## config.mk

```make
export PLATFORM = sky130hd
export DESIGN_NAME = ean13_decoder
export DESIGN_NICKNAME = d
export VERILOG_FILES = /design/src/rtl/ean13_decoder.sv
export SDC_FILE = /design/constraint.sdc
export NUM_CORES = 1
export LEC_CHECK = 0
export ABC_AREA = 1
export CAP_MARGIN = 5
export CORE_MARGIN = 1
export CORE_UTILIZATION = 46
export CTS_CLUSTER_DIAMETER = 100
export DETAILED_ROUTE_END_ITERATION = 10
export GPL_TIMING_DRIVEN = 0
export PLACE_DENSITY_LB_ADDON = 0.15
export SYNTH_ARGS = -nofsm -noshare
export SYNTH_HDL_FRONTEND = slang
export SYNTH_SLANG_ARGS = --single-unit
```

## constraint.sdc

```tcl
create_clock -name iClk -period 3.5 [get_ports iClk]
set_input_delay 0.7 -clock iClk [delete_from_list [all_inputs] [get_ports iClk]]
set_output_delay 0.7 -clock iClk [all_outputs]
set_load 0.02 [all_outputs]
```

## src/rtl/ean13_decoder.sv

```systemverilog
// ean13_decoder: serial EAN-13 module stream -> 13 BCD digits (L/G/R lookup, parity-derived first digit).
// Define EAN13_CHECKSUM_EN to add the CHECK state with modulo-10 check-digit verification.
module ean13_decoder #(
  parameter int unsigned INVERT_MODULE = 0
) (
  input  logic        iClk,
  input  logic        iRst,
  input  logic        iStart,
  input  logic        iAbort,
  input  logic        iModuleValid,
  input  logic        iModuleBit,
  output logic [51:0] oDataCode,
  output logic        oNewData,
  output logic        oError,
  output logic [1:0]  oErrCode,
  output logic        oBusy
);

  typedef enum logic [2:0] {IDLE, COLLECT, PARITY, CHECK, DONE} state_t;

  state_t      state, stateNext;
  logic [2:0]  modCnt;
  logic [3:0]  digCnt;
  logic [5:0]  shiftReg;
  logic [5:0]  parityBits;
  logic [3:0]  digitMem [13];

  function automatic logic [6:0] lPattern(input logic [3:0] d);
    case (d)
      4'd0:    return 7'b0001101;
      4'd1:    return 7'b0011001;
      4'd2:    return 7'b0010011;
      4'd3:    return 7'b0111101;
      4'd4:    return 7'b0100011;
      4'd5:    return 7'b0110001;
      4'd6:    return 7'b0101111;
      4'd7:    return 7'b0111011;
      4'd8:    return 7'b0110111;
      default: return 7'b0001011;
    endcase
  endfunction

  function automatic logic [6:0] reverse7(input logic [6:0] p);
    logic [6:0] r;
    for (int i = 0; i < 7; i++) r[i] = p[6-i];
    return r;
  endfunction

  // {valid, parity(G=1), digit}
  function automatic logic [5:0] decodeLeft(input logic [6:0] p);
    logic [5:0] res;
    res = 6'd0;
    for (int i = 0; i < 10; i++) begin
      if (p == lPattern(4'(i)))                 res = {2'b10, 4'(i)};
      else if (p == reverse7(~lPattern(4'(i)))) res = {2'b11, 4'(i)};
    end
    return res;
  endfunction

  function automatic logic [4:0] decodeRight(input logic [6:0] p);
    logic [4:0] res;
    res = 5'd0;
    for (int i = 0; i < 10; i++)
      if (p == ~lPattern(4'(i))) res = {1'b1, 4'(i)};
    return res;
  endfunction

  // Parity bits with digit 1 in the MSB; returns {valid, firstDigit}
  function automatic logic [4:0] firstFromParity(input logic [5:0] pb);
    case (pb)
      6'b000000: return 5'h10;
      6'b001011: return 5'h11;
      6'b001101: return 5'h12;
      6'b001110: return 5'h13;
      6'b010011: return 5'h14;
      6'b011001: return 5'h15;
      6'b011100: return 5'h16;
      6'b010101: return 5'h17;
      6'b010110: return 5'h18;
      6'b011010: return 5'h19;
      default:   return 5'h00;
    endcase
  endfunction

  logic        bitIn, isLeft, patOk;
  logic [6:0]  pattern;
  logic [5:0]  leftRes;
  logic [4:0]  rightRes, firstRes;
  logic [3:0]  patDigit, headDigit;
  logic [51:0] packedCode;

  assign bitIn     = (INVERT_MODULE != 0) ? ~iModuleBit : iModuleBit;
  assign pattern   = {shiftReg, bitIn};
  assign leftRes   = decodeLeft(pattern);
  assign rightRes  = decodeRight(pattern);
  assign isLeft    = digCnt < 4'd6;
  assign patOk     = isLeft ? leftRes[5] : rightRes[4];
  assign patDigit  = isLeft ? leftRes[3:0] : rightRes[3:0];
  assign firstRes  = firstFromParity(parityBits);
  assign headDigit = (state == PARITY) ? firstRes[3:0] : digitMem[0];

  always_comb begin
    packedCode = '0;
    packedCode[51:48] = headDigit;
    for (int i = 1; i < 13; i++) packedCode[51-4*i -: 4] = digitMem[i];
  end

`ifdef EAN13_CHECKSUM_EN
  logic [3:0] chkIdx, acc, accNext, chkDigit;
  logic [5:0] weighted;

  function automatic logic [3:0] mod10(input logic [5:0] v);
    logic [5:0] t;
    t = v;
    for (int i = 0; i < 3; i++) if (t >= 6'd10) t = t - 6'd10;
    return 4'(t);
  endfunction

  assign chkDigit = digitMem[chkIdx];
  assign weighted = chkIdx[0] ? ({2'b00, chkDigit} + {1'b0, chkDigit, 1'b0}) : {2'b00, chkDigit};
  assign accNext  = mod10({2'b00, acc} + weighted);
`endif

  logic       doClear, doShift, doStore, doReject, doLoad;
  logic [1:0] rejCode;

  always_comb begin
    stateNext = state;
    doClear   = 1'b0;
    doShift   = 1'b0;
    doStore   = 1'b0;
    doReject  = 1'b0;
    doLoad    = 1'b0;
    rejCode   = 2'd0;
    if (iStart) begin
      stateNext = COLLECT;
      doClear   = 1'b1;
    end else if (iAbort && (state == COLLECT || state == PARITY || state == CHECK)) begin
      stateNext = IDLE;
    end else begin
      case (state)
        IDLE: stateNext = IDLE;
        COLLECT: if (iModuleValid) begin
          doShift = 1'b1;
          if (modCnt == 3'd6) begin
            if (!patOk) begin
              doReject  = 1'b1;
              rejCode   = 2'd1;
              stateNext = IDLE;
            end else begin
              doStore = 1'b1;
              if (digCnt == 4'd11) stateNext = PARITY;
            end
          end
        end
        PARITY: if (!firstRes[4]) begin
          doReject  = 1'b1;
          rejCode   = 2'd2;
          stateNext = IDLE;
        end else begin
`ifdef EAN13_CHECKSUM_EN
          stateNext = CHECK;
`else
          stateNext = DONE;
          doLoad    = 1'b1;
`endif
        end
`ifdef EAN13_CHECKSUM_EN
        CHECK: if (chkIdx == 4'd12) begin
          if (accNext == 4'd0) begin
            stateNext = DONE;
            doLoad    = 1'b1;
          end else begin
            doReject  = 1'b1;
            rejCode   = 2'd3;
            stateNext = IDLE;
          end
        end
`endif
        DONE:    stateNext = IDLE;
        default: stateNext = IDLE;
      endcase
    end
  end

  // Control and output registers
  always_ff @(posedge iClk or posedge iRst) begin
    if (iRst) begin
      state     <= IDLE;
      modCnt    <= 3'd0;
      digCnt    <= 4'd0;
      oDataCode <= '0;
      oNewData  <= 1'b0;
      oError    <= 1'b0;
      oErrCode  <= 2'd0;
      oBusy     <= 1'b0;
`ifdef EAN13_CHECKSUM_EN
      chkIdx    <= 4'd0;
`endif
    end else begin
      state    <= stateNext;
      oNewData <= doLoad;
      oError   <= doReject;
      oBusy    <= (stateNext == COLLECT) || (stateNext == PARITY) || (stateNext == CHECK);
      if (doReject) oErrCode  <= rejCode;
      if (doLoad)   oDataCode <= packedCode;
      if (doClear) begin
        modCnt <= 3'd0;
        digCnt <= 4'd0;
      end else if (doShift) begin
        modCnt <= (modCnt == 3'd6) ? 3'd0 : modCnt + 3'd1;
        if (doStore) digCnt <= digCnt + 4'd1;
      end
`ifdef EAN13_CHECKSUM_EN
      if (state == PARITY)     chkIdx <= 4'd0;
      else if (state == CHECK) chkIdx <= chkIdx + 4'd1;
`endif
    end
  end

  // Datapath registers
  always_ff @(posedge iClk) begin
    if (doShift) shiftReg <= pattern[5:0];
    if (doStore) begin
      digitMem[digCnt + 4'd1] <= patDigit;
      if (isLeft) parityBits <= {parityBits[4:0], leftRes[4]};
    end
    if (state == PARITY) digitMem[0] <= firstRes[3:0];
`ifdef EAN13_CHECKSUM_EN
    if (state == PARITY)     acc <= 4'd0;
    else if (state == CHECK) acc <= accNext;
`endif
  end

endmodule
```

==> run summary <==
Status: finished, final reports clean
Max Freq: 0.328 GHz
Post-route DRC: 0
Cell count after synthesis: 657
Hold buffers post-CTS: 0
CTS root buf: clkbuf_16
Critical Path End: digitMem[12][0]$_DFFE_PP_
Via count: 4405
TritonRoute pass-1 iters: 6
Mean Syn Cell Area: 8.83 sq um
Largest net degree at the start of global routing: 37
Avg WL per Cell: 13.6 microns
HPWL Detailed: 9050 microns
Std-Cell Rows: 40
Post-Syn Nets: 668
GRT Total Usage: 0.206
Endpoints failing setup: 0
Final period utilization: 0.871
Clock Latency Late Sink: 410 ps
Slowest stage delay, CP: 580 ps
CTS sink cnt: 127
P&R area growth vs syn: 24.1%
Mapped Area: 5800 sq um
Clock Skew: 7.17 ps
R2R setup slack: 810 ps
Antenna diodes: 0
Die ar.: 13100 sq um
Post-layout util: 0.592
Slew Limit Headroom: 0.490
Area of the multi-input gates: 1920 sq um
Synthesis Warnings: 0
VDD IR-drop max: 239 uV
R2R cell count: 9
Inserted Clock Buffers: 17
Die W: 114 microns
Dominant cells by area after synthesis: edfxtp_1, dfrtp_1, nand2_1
Reg2reg start: state[1]$_DFF_PP0_
Placed Area: 6650 sq um
Count leader, synth: nand2_1
Final instance area: 7200 sq um
Post-synth EDFFs: 60
Total of max-cap violations: 0
Final Hold Viols: 0
Synth top area share: 0.310
Hold path cells: 2
Boundary Pins: 63
NumNets Final: 750
Setup CP Type: in -> reg
GP Congestion: 0.853
Ys flop type: dfrtp_1
H-tree levels: 4
Critical Path Start Type: primary input
Critical path launch point: iModuleBit
IO buf count: 62
Global route overflow: 0
FFs w/ async S/R, synth: 0.528
Crit path required time: 3540 ps
Post-CTS setup buffers: 0
Vias in the first global route: 4169
Hold Crit Class: reg -> reg
Final Slew Violations: 0
Pleak: 3.53 nW
Initial DRC count: 213
Worst slew pin tran: 764 ps
Routed WL: 12500 microns
Crit path DAT: 3090 ps
Share of cells above drive strength 1: 0.0811
Seq cells post-synth: 127
CTS tree: done
Die H: 114 microns
First-pass GRT wire length: 20200 microns
Slowest-stage cell, CP: clkdlybuf4s50_1
DRT antenna net count: 0
Final min period: 3050 ps
Crit-path cells: clkdlybuf4s50_1, inv_1, nor2_4, nand2_1, nor2_1, nor2_1, nand2_1, nor2_1, nand3_2, nand4_4, inv_4, nand2_1, nor3_1
Cell accounting for the most synthesized area: edfxtp_1
Core Box Area: 12200 sq um
Critical path fanouts, max: 10
FF+latch area: 3480 sq um
Initial antenna violation count: 0
Synth unique cells: 33
Fillers: 1080
Via density: 4.79
CTS-repair resized insts: 0
Hold Slack: 440 ps
Part of the Yosys area used for sequential elements: 0.599
Worst r2r dst: digitMem[12][0]$_DFFE_PP_
Initial Utilization: 0.477
Pwr dens: 453 nW/um^2
RSZ-0062 raised after global routing: false
Crit path capture type: register
Top cells by count, synth: nand2_1, inv_1, dfrtp_1
Clock Pin Slew Worst Setup and Hold Paths: 50 ps
Max Root-Sink Buffers: 2
[metal layers]
| metal | global-route usage | vias to the layer above | wire length, microns |
|---|---|---|---|
| met2 | 0.325 | 111 | 5840 |
| met5 | 0 | - | 0 |
| met1 | 0.273 | 2050 | 5930 |
| met3 | 0.0445 | 18 | 450 |
| li1 | - | 2226 | - |
| met4 | 0.0952 | 0 | 255 |
[worst min-delay path by stage]
stage,start,end
2_1_floorplan,digitMem[12][0]$_DFFE_PP_,oDataCode[0]$_DFFE_PP0P_
3_3_place_gp,digitMem[11][0]$_DFFE_PP_,oDataCode[4]$_DFFE_PP0P_
3_5_place_dp,digitMem[12][1]$_DFFE_PP_,oDataCode[1]$_DFFE_PP0P_
4_1_cts,digitMem[12][1]$_DFFE_PP_,oDataCode[1]$_DFFE_PP0P_
5_1_grt,digitMem[12][1]$_DFFE_PP_,oDataCode[1]$_DFFE_PP0P_
6_report,digitMem[12][1]$_DFFE_PP_,oDataCode[1]$_DFFE_PP0P_
[area by class of cell]
class,count,area share
plain buffers,10,0.00695
clock buffers,27,0.0684
clock inverters,5,0.00782
inverters,95,0.0499
multi-input cells,425,0.266
flip-flops and latches,127,0.483
well taps,168,0.0292
repair buffers,63,0.0889
[metrics by stage]
step	TNS [ps]	instances	setup slack [ps]	power [mW]
after floorplan	0	657	1120	1.63
after global placement	-654	887	-13.7	1.65
after detailed placement	0	888	27.6	1.66
after CTS	0	920	440	3.29
after global routing	0	920	217	3.36
final	0	920	451	3.26
[cell usage in the layout, fill, tap and decap left out, types with 2 or more instances in the layout]
cell type | synthesis | routed
o22ai_1 | 3 | 3
inv_2 | 4 | 5
nand2_2 | 2 | 2
clkinvlp_4 | 0 | 3
o21ai_0 | 18 | 18
edfxtp_1 | 60 | 60
clkbuf_8 | 0 | 3
nand4_1 | 5 | 5
nand3_4 | 4 | 4
clkbuf_16 | 0 | 17
clkdlybuf4s50_1 | 0 | 62
ha_1 | 5 | 5
nor2_1 | 57 | 57
nor3_1 | 4 | 4
inv_1 | 90 | 89
o31ai_1 | 3 | 3
nor2_2 | 7 | 7
dfrtp_1 | 67 | 67
nand3_1 | 28 | 28
a21oi_1 | 7 | 7
nand2_1 | 267 | 267
clkbuf_1 | 0 | 7
buf_2 | 10 | 10
o21a_1 | 2 | 2
[power breakdown]
part	switching (mW)	internal (mW)	leakage (nW)
registers	0.00460	1.56	1.48
clock network	0.601	1.03	0.255
logic	0.0437	0.0169	1.80
[kinds of logic (layout without fill, tap and decap cells)]
| logic type | Yosys count | in the layout | share of synthesized area |
|---|---|---|---|
| AOI/OAI and AO/OA | 36 | 36 | 0.0362 |
| xor gates and xnor gates | 1 | 1 | 0.00151 |
| adders and majority gates | 5 | 5 | 0.0108 |
| buffers and inverters | 105 | 200 | 0.0705 |
| DFF | 127 | 127 | 0.599 |
| and+or+nand+nor | 383 | 383 | 0.282 |
[worst max-delay path, delay by kind of cell]
family                 cells  cell delay [ps]
AND/OR/NAND/NOR           10             1500
buffers and inverters      3              890
[sequential cells by signal, summed over array words and instances, names as in the netlist]
name and count:
oErrCode 2, oBusy 1, state 3, shiftReg 6, oNewData 1, parityBits 6
modCnt 3, digitMem 48, oError 1, oDataCode 52, digCnt 4
Note: power is estimated with default switching activity, not from simulation.
